==> config.mk <==
export PLATFORM = sky130hd
export DESIGN_NAME = multu_hilo_ctrl
export DESIGN_NICKNAME = d
export VERILOG_FILES = /design/src/rtl/multu_hilo_ctrl_pkg.sv /design/src/rtl/multu_shift_add.sv /design/src/rtl/multu_hilo_ctrl.sv
export SDC_FILE = /design/constraint.sdc
export NUM_CORES = 1
export LEC_CHECK = 0
export BUFFER_PORTS_ARGS = -buffer_cell sky130_fd_sc_hd__buf_2
export CELL_PAD_IN_SITES_DETAIL_PLACEMENT = 0
export CELL_PAD_IN_SITES_GLOBAL_PLACEMENT = 2
export CORE_MARGIN = 1.5
export CORE_UTILIZATION = 30
export CTS_CLUSTER_SIZE = 10
export DETAILED_ROUTE_END_ITERATION = 16
export PLACE_DENSITY = 0.76
export SLEW_MARGIN = 20
export SYNTH_ARGS = -nofsm -noshare
export SYNTH_HDL_FRONTEND = slang
export SYNTH_SLANG_ARGS = --single-unit
==> constraint.sdc <==
create_clock -name clk -period 7.75 [get_ports clk]
set_input_delay 0.3875 -clock clk [delete_from_list [all_inputs] [get_ports clk]]
set_output_delay 0.3875 -clock clk [all_outputs]
set_load 0.02 [all_outputs]
==> src/rtl/multu_hilo_ctrl_pkg.sv <==
// ----------------------------------------------------------------------------
// multu_hilo_ctrl_pkg
//
// Purpose:
//   Shared definitions for the MULTU / HI-LO controller:
//     - 6-bit function codes, decoded identically to the ALU result mux
//     - FSM state encoding for the multiply sequencer
//
// Contents:
//   F_AND, F_OR, F_ADD, F_SUB, F_SLT, F_SLL   result-mux codes (never stall)
//   F_MULTU, F_MFHI, F_MFLO                   codes this block acts on
//   state_e                                   IDLE / MUL / DONE
// ----------------------------------------------------------------------------
package multu_hilo_ctrl_pkg;

    // Function codes shared with the ALU result mux.
    localparam logic [5:0] F_AND   = 6'b100100;
    localparam logic [5:0] F_OR    = 6'b100101;
    localparam logic [5:0] F_ADD   = 6'b100000;
    localparam logic [5:0] F_SUB   = 6'b100010;
    localparam logic [5:0] F_SLT   = 6'b101010;
    localparam logic [5:0] F_SLL   = 6'b000000;

    // Codes that touch the HI/LO path.
    localparam logic [5:0] F_MULTU = 6'b011001;
    localparam logic [5:0] F_MFHI  = 6'b010000;
    localparam logic [5:0] F_MFLO  = 6'b010010;

    // Multiply sequencer states. Encoding is fixed so the debug output can
    // be decoded by anything watching it.
    typedef enum logic [1:0] {
        ST_IDLE = 2'd0,
        ST_MUL  = 2'd1,
        ST_DONE = 2'd2
    } state_e;

endpackage : multu_hilo_ctrl_pkg

==> src/rtl/multu_shift_add.sv <==
// ----------------------------------------------------------------------------
// multu_shift_add
//
// Purpose:
//   Datapath of the 32-iteration unsigned shift-add multiplier. Holds the
//   latched multiplicand and the 2*WIDTH-bit product/multiplier register and
//   performs one add-and-shift per cycle when stepped.
//
// Ports:
//   clk        in   clock, rising edge
//   reset      in   synchronous active-high, clears both registers
//   i_load     in   latch i_a as multiplicand, product <= {0, i_b}
//   i_step     in   perform one iteration
//   i_a        in   multiplicand operand
//   i_b        in   multiplier operand
//   o_step     out  value the product register takes after this iteration;
//                   the controller captures HI/LO from it on the last step
// ----------------------------------------------------------------------------
module multu_shift_add #(
    parameter int WIDTH = 32
) (
    input  logic                 clk,
    input  logic                 reset,
    input  logic                 i_load,
    input  logic                 i_step,
    input  logic [WIDTH-1:0]     i_a,
    input  logic [WIDTH-1:0]     i_b,
    output logic [2*WIDTH-1:0]   o_step
);

    logic [WIDTH-1:0]   r_mcand;
    logic [2*WIDTH-1:0] r_product;
    logic [WIDTH:0]     w_upper;

    // Upper half is widened by one bit so the carry out of the add survives
    // the right shift; dropping it would corrupt large products.
    always_comb begin
        w_upper = {1'b0, r_product[2*WIDTH-1:WIDTH]};
        if (r_product[0]) begin
            w_upper = {1'b0, r_product[2*WIDTH-1:WIDTH]} + {1'b0, r_mcand};
        end
    end

    assign o_step = {w_upper, r_product[WIDTH-1:1]};

    always_ff @(posedge clk) begin
        if (reset) begin
            r_mcand   <= '0;
            r_product <= '0;
        end else if (i_load) begin
            r_mcand   <= i_a;
            r_product <= {{WIDTH{1'b0}}, i_b};
        end else if (i_step) begin
            r_product <= o_step;
        end
    end

endmodule : multu_shift_add

==> src/rtl/multu_hilo_ctrl.sv <==
// ----------------------------------------------------------------------------
// multu_hilo_ctrl
//
// Purpose:
//   Sequencing controller for the ALU MULTU path. Accepts unsigned multiply
//   requests, runs a WIDTH-cycle shift-add multiply, owns the HI/LO registers
//   feeding the result mux, and stalls MFHI/MFLO/MULTU while a multiply is in
//   flight so the mux never sees a stale or partial HI/LO.
//
// Handshake:
//   A MULTU is accepted on a rising edge where req_valid=1, Signal=MULTU and
//   req_ready=1 (IDLE or DONE). req_ready is low only while MUL runs; any
//   MULTU/MFHI/MFLO presented then raises stall instead.
//
// Ports:
//   clk          in   clock, rising edge
//   reset        in   synchronous active-high, clears all state
//   req_valid    in   request present this cycle
//   req_ready    out  a MULTU can be accepted this cycle
//   Signal       in   6-bit function code of the current request
//   dataA        in   multiplicand (MULTU only)
//   dataB        in   multiplier (MULTU only)
//   HiOut        out  HI register
//   LoOut        out  LO register
//   busy         out  multiply in progress
//   done         out  one-cycle pulse in the cycle HI/LO first show a result
//   stall        out  hold pipeline (combinational)
//   o_dbg_state  out  current FSM state (state_e encoding)
//
// Timing:
//   Accept edge N; iterations at edges N+1 .. N+WIDTH; HI/LO are written at
//   edge N+WIDTH together with the MUL->DONE transition, so in the DONE cycle
//   done=1 and MFHI/MFLO already read the new values.
// ----------------------------------------------------------------------------
module multu_hilo_ctrl
    import multu_hilo_ctrl_pkg::*;
#(
    parameter int WIDTH = 32,
    parameter int CNT_W = 6     // 2**CNT_W must exceed WIDTH
) (
    input  logic             clk,
    input  logic             reset,
    input  logic             req_valid,
    output logic             req_ready,
    input  logic [5:0]       Signal,
    input  logic [WIDTH-1:0] dataA,
    input  logic [WIDTH-1:0] dataB,
    output logic [WIDTH-1:0] HiOut,
    output logic [WIDTH-1:0] LoOut,
    output logic             busy,
    output logic             done,
    output logic             stall,
    output logic [1:0]       o_dbg_state
);

    state_e             r_state;
    state_e             w_next_state;
    logic [CNT_W-1:0]   r_cnt;
    logic [WIDTH-1:0]   r_hi;
    logic [WIDTH-1:0]   r_lo;

    logic               w_is_multu;
    logic               w_is_mfhi;
    logic               w_is_mflo;
    logic               w_accept;
    logic               w_step;
    logic               w_last;
    logic [2*WIDTH-1:0] w_step_val;

    // ------------------------------------------------------------------
    // Decode
    // ------------------------------------------------------------------
    assign w_is_multu = (Signal == F_MULTU);
    assign w_is_mfhi  = (Signal == F_MFHI);
    assign w_is_mflo  = (Signal == F_MFLO);

    // Accept in IDLE and also in DONE, which gives back-to-back multiplies.
    assign w_accept = req_valid & w_is_multu &
                      ((r_state == ST_IDLE) | (r_state == ST_DONE));
    assign w_step   = (r_state == ST_MUL);
    assign w_last   = w_step & (r_cnt == CNT_W'(WIDTH - 1));

    // ------------------------------------------------------------------
    // Datapath
    // ------------------------------------------------------------------
    multu_shift_add #(
        .WIDTH (WIDTH)
    ) u_shift_add (
        .clk    (clk),
        .reset  (reset),
        .i_load (w_accept),
        .i_step (w_step),
        .i_a    (dataA),
        .i_b    (dataB),
        .o_step (w_step_val)
    );

    // ------------------------------------------------------------------
    // FSM: state register
    // ------------------------------------------------------------------
    always_ff @(posedge clk) begin
        if (reset) begin
            r_state <= ST_IDLE;
        end else begin
            r_state <= w_next_state;
        end
    end

    // ------------------------------------------------------------------
    // FSM: next state and outputs
    // ------------------------------------------------------------------
    always_comb begin
        w_next_state = r_state;
        busy         = 1'b0;
        done         = 1'b0;
        req_ready    = 1'b1;
        case (r_state)
            ST_IDLE: begin
                if (w_accept) begin
                    w_next_state = ST_MUL;
                end
            end
            ST_MUL: begin
                busy      = 1'b1;
                req_ready = 1'b0;
                if (w_last) begin
                    w_next_state = ST_DONE;
                end
            end
            ST_DONE: begin
                done         = 1'b1;
                w_next_state = w_accept ? ST_MUL : ST_IDLE;
            end
            default: begin
                w_next_state = ST_IDLE;
            end
        endcase
    end

    // Only HI/LO readers and a second MULTU need to wait; other ALU codes
    // do not depend on this unit.
    assign stall = req_valid & busy & (w_is_mfhi | w_is_mflo | w_is_multu);

    // ------------------------------------------------------------------
    // Iteration counter and HI/LO registers
    // ------------------------------------------------------------------
    always_ff @(posedge clk) begin
        if (reset) begin
            r_cnt <= '0;
            r_hi  <= '0;
            r_lo  <= '0;
        end else begin
            if (w_accept) begin
                r_cnt <= '0;
            end else if (w_step) begin
                r_cnt <= r_cnt + CNT_W'(1);
            end
            // Capture the final iteration's result directly so HI/LO change
            // exactly at DONE entry and never expose a partial product.
            if (w_last) begin
                r_hi <= w_step_val[2*WIDTH-1:WIDTH];
                r_lo <= w_step_val[WIDTH-1:0];
            end
        end
    end

    assign HiOut       = r_hi;
    assign LoOut       = r_lo;
    assign o_dbg_state = r_state;

endmodule : multu_hilo_ctrl
# Word-level counts from Yosys, hierarchy flattened
# Index checks and enable logic that the tools add are counted.
[word_totals]
regBits = 168
in_bits = 73
output_inout_bits = 70
wordCells = 39
[classes]
add_sub_neg = 2
n_eq_ne = 8
mux = 10
n_bitwise = 8
n_reduce_logical = 4
[ops]
columns = ["operator", "count"]
rows = [
  ["2-to-1 mux 32 bit", 2],
  ["adder 32 x 32 -> 33 bit", 1],
  ["2-to-1 mux 33 bit", 1],
  ["equality test 6 x 5 -> 1 bit, second input constant", 4],
  ["adder 6 x 1 -> 6 bit, second input constant", 1],
  ["one-hot mux 2 bit (3 select lines)", 1],
  ["AND 1 bit", 5],
  ["2-to-1 mux 1 bit", 4],
  ["2-to-1 mux 2 bit", 2],
  ["bitwise OR 1 bit", 3],
  ["equality test 2 x 1 -> 1 bit, second input constant", 1],
  ["equality test 2 bit, second input constant", 1],
  ["logical NOT 2 bit", 1],
  ["inequality test 2 x 1 -> 1 bit, second input constant", 1],
  ["inequality test 2 bit, second input constant", 1],
  ["AND reduction 2 bit", 1],
  ["nonzero test 2 bit", 1],
  ["OR reduction 2 bit", 1],
]

# Longest topological paths before layout
[depth]
ltp_word = 5
depth_mapped = 10
mapped_depth_nobuf = 10

# Modules after synthesis
# Synthesis repeated with hierarchy kept, for this count alone.
[unflattened]
hier_cells = 1062
hier_area_um2 = 9082.5
[by_module_without_submodules]
columns = ["module", "instances", "cells_each", "area_each_um2", "seq_area_each_um2"]
rows = [
  ["multu_shift_add", 1, 740, 6088.3, 1921.8],
  ["multu_hilo_ctrl", 1, 322, 2994.1, 1441.4],
]

# Worst setup path before layout
# OpenSTA, ideal clock, no wires.
[synth_timing]
kind = "register to register"
from = "register u_shift_add.r_product[32]"
to = "register r_hi[21] (netlist: HiOut[21])"
setup_ps = 91
arrival_ps = 2439
required_ps = 7659
path_slack_ps = 5220
path_stages_with_launch = 11
n_path_buf = 0
synth_period_minus_slack_ps = 2530
cell_sequence = "dfxtp_1 ha_1 fa_1 a211oi_1 o211ai_2 a41oi_2 a22oi_2 a31oi_4 and3_1 o21ai_1 a311oi_1"
[synth_between]
elab_chain_cells = 2
[synth_rtl]
columns = ["element", "line_no", "rtl"]
rows = [
  ["start, declared", "multu_shift_add.sv:32", "logic [2*WIDTH-1:0] r_product;"],
  ["start signal, assigned", "multu_shift_add.sv:52", "r_product <= {{WIDTH{1'b0}}, i_b};"],
  ["start signal, assigned", "multu_shift_add.sv:54", "r_product <= o_step;"],
  ["adder 32 x 32 -> 33 bit", "multu_shift_add.sv:40", "w_upper = {1'b0, r_product[2*WIDTH-1:WIDTH]} + {1'b0, r_mcand};"],
  ["2-to-1 mux 33 bit", "multu_shift_add.sv:39", "if (r_product[0]) begin"],
  ["end signal, assigned", "multu_hilo_ctrl.sv:161", "r_hi <= w_step_val[2*WIDTH-1:WIDTH];"],
  ["end, declared", "multu_hilo_ctrl.sv:59", "logic [WIDTH-1:0] r_hi;"],
]
# No other way between the ends.
# A chain may end at the register's enable or synchronous reset.

# Final worst setup path
[layout_timing]
from = "register r_state[0] (netlist: o_dbg_state[0])"
to = "output busy"
[layout_between]
elab_chain_cells = 2
[layout_rtl]
columns = ["element", "line_no", "rtl"]
rows = [
  ["start, declared", "multu_hilo_ctrl.sv:56", "state_e r_state;"],
  ["start signal, assigned", "multu_hilo_ctrl.sv:105", "r_state <= w_next_state;"],
  ["equality test 2 x 1 -> 1 bit", "multu_hilo_ctrl.sv:117", "case (r_state)"],
  ["2-to-1 mux 1 bit", "multu_hilo_ctrl.sv:117", ""],
  ["end, declared", "multu_hilo_ctrl.sv:50", "output logic busy,"],
]
# No other way between the ends.

==> impl_metrics.py <==
metrics = {
    "placed_design": {
        "preCtsSetupSlack_ps": 4852,
        "place_inst": 1407,
        "port_buffers": 142,
        "place_congestion": 0.8322,
        "hpwlAfterDp_microns": 16230,
    },
    "yosys": {
        "synth_top_family_by_area": "compound AO/OA/AOI/OAI gates",
        "yosys_register_bits": 168,
        "syn_nets": 1089,
        "synth_edf_count": 0,
        "synth_warnings": 0,
        "synth_compound_area_share_pct": 26.40,
        "syn-cell-area_sq_um": 8148,
        "synthAdderAreaFrac_pct": 5.313,
        "synth_cell_type_count": 74,
        "synth_ff_type": "dfxtp_1",
        "synth_simple_gate_area_share_pct": 16.91,
        "synthArstFlopShare_pct": 0,
        "synth_xor_area_share_pct": 3.117,
        "synth_area_per_cell_sq_um": 8.297,
        "synthMuxAreaShare_pct": 2.718,
        "synthCells": 982,
        "synth_seq_area_share_pct": 41.28,
    },
    "pwr": {
        "cellPowerDensity_nw_per_um2": 188.1,
        "netSwitchingFraction_pct": 26.74,
        "seq_power_share_pct": 47.5,
        "p_int_uw": 1336,
        "pwr-share-comb_pct": 2.9,
        "peakVddDrop_mv": 0.1256,
        "switchingPower_uw": 487.8,
        "p_total_uw": 1824,
        "power.share.clock_pct": 49.5,
        "leakagePower_uw": 0.003687,
    },
    "die": {
        "io_pins": 143,
        "row_count": 60,
        "die-height_microns": 167.8,
        "dieArea_sq_um": 28160,
        "chipWidth_microns": 167.8,
        "start_util_pct": 30.40,
        "core-area_sq_um": 26800,
    },
    "cts": {
        "cts.sinks": 168,
        "clock_latency_ps": 450,
        "cts_buffers": 17,
        "cts_resized": 0,
        "htree_num_levels": 4,
        "hold_buffers": 0,
        "cts_buffer_depth": 2,
        "postCtsSetupBuffers": 0,
        "root_buffer": "clkbuf_16",
        "cts_tree": "built",
        "clk_pin_slew_ps": 80,
    },
    "route": {
        "firstDrtPassIters": 5,
        "vias_per_cell": 5.065,
        "drtAntennaViolNets": 0,
        "wl_per_cell_microns": 16.29,
        "vias": 7288,
        "post-route-drc-count": 0,
        "totalWireLength_microns": 23440,
        "drt_iter0_markers": 427,
    },
    "global_route": {
        "grt-ovfl-total": 0,
        "grt_pass1_wl_microns": 38120,
        "antenna_found_initial": 0,
        "grt_pass1_vias": 7122,
        "track_usage_pct": 16.87,
        "grt_max_degree": 90,
    },
    "timing": {
        "finalSetupViolCount": 0,
        "period_share_pct": 39.51,
        "slew_violations": 0,
        "hold_viol": 0,
        "rsz0062_at_grt": "false",
        "slew_headroom_pct": 34.29,
        "setup_ws_ps": 4688,
        "finalSetupTns_ps": 0,
        "finalCriticalPeriod_ps": 3062,
        "tightest_slew_ps": 985.7,
        "fmax_mhz": 326.6,
        "skew_ps": 18.77,
    },
    "finish": {
        "drive_above_1_share_pct": 19.40,
        "final_common_cell": "nand2_1",
        "layout.nets": 1192,
        "diodes": 0,
        "final_cells": 1439,
        "final_cell_mix": "nand2_1 (189), dfxtp_1 (167), a21oi_1 (146)",
        "final_util_pct": 36.19,
        "syn_to_final_growth_pct": 19.04,
        "fill_cells": 2823,
    },
    "run_status": {
        "status": "complete, no violations",
    },
    "critical_path": {
        "crit_fanout": 89,
        "crit_arrival_ps": 2670,
        "end_kind": "output pin",
        "path_class": "register to output pin",
        "start_kind": "register",
        "required_ps": 7360,
    },
    "min_path": {
        "hp-class": "input port to register",
    },
    "run": {
        "maxCapViolCount": 0,
    },
}
## area by class of cell
type / instances / area [sq um] / area share (%)
clock buffer: 17 / 425.4 / 4.386
clock inverter: 15 / 211.5 / 2.180
inverter: 6 / 22.52 / 0.2322
multi-input combinational: 739 / 4453 / 45.91
sequential: 168 / 3364 / 34.69
tap: 341 / 426.7 / 4.399
timing repair buffer: 153 / 795.8 / 8.204
## sequential cells by signal (all words and copies together) (netlist names)
name and flops:
u_shift_add.r_product 64, HiOut 32, LoOut 32, u_shift_add.r_mcand 32
r_cnt 6, o_dbg_state 2
## critical path: stages, from the launching register on
cell      delay (ps)
dfxtp_1          400
nand2b_1         500
inv_2            200
buf_4            770
buf_2            320
## power by group through the flow
| stage | registers, uW | clock network, uW | logic [uW] |
|---|---|---|---|
| final | 867 | 903 | 53.5 |
| after CTS | 867 | 925 | 55.1 |
| after detailed placement | 888 | 0 | 54.9 |
| after global routing | 868 | 962 | 59.6 |
| after floorplan | 887 | 0 | 27.3 |
| after global placement | 888 | 0 | 55.1 |
## path summary, 6_finish.rpt
path	startpoint	end	slack, ps	cells after the start
max	o_dbg_state[0]	busy	4690	4
min reg2reg	LoOut[27]	LoOut[27]	460	2
max reg2reg	u_shift_add.r_product[32]	u_shift_add.r_product[55]	4860	10
min	dataA[21]	u_shift_add.r_mcand[21]	190	3
## Yosys cell counts, types with 8 or more instances
library cell    n  area (sq um)
xor2_1          9         78.83
mux2i_1        21         210.2
a22oi_1        31         232.7
nor3_1          8         40.04
dfxtp_1       168          3363
o21ai_0        31         155.2
a21o_1         14         105.1
xnor2_1        20         175.2
a211oi_1       38         285.3
nand4_1         9         56.30
nand2_1       189         709.4
clkbuf_1       52         195.2
a21oi_1       146         730.7
ha_1           33         412.9
nor2_1         78         292.8
## routing by layer
layer  global-route usage (%)  vias up  wire (microns)
met2                    27.84      129           11000
met4                    3.408        0             146
met1                    22.80     3428           11390
met5                        0        -               0
li1                         -     3722               -
met3                    3.456        9             907
## stage by stage
stage               hold WS, ps  cell area, sq um
floorplan                 435.6              8148
global placement          440.7              9062
detailed placement        446.9              9062
CTS                       172.6              9699
global route              177.0              9699
finish                    188.4              9699
## cells by family after synthesis
group,after synthesis
AOI/OAI and AO/OA,330
xor gates and xnor gates,29
adders and majority gates,34
buffers and inverters,75
DFF,168
muxes,22
and+or+nand+nor,324
Note: power is estimated with default switching activity, not from simulation.
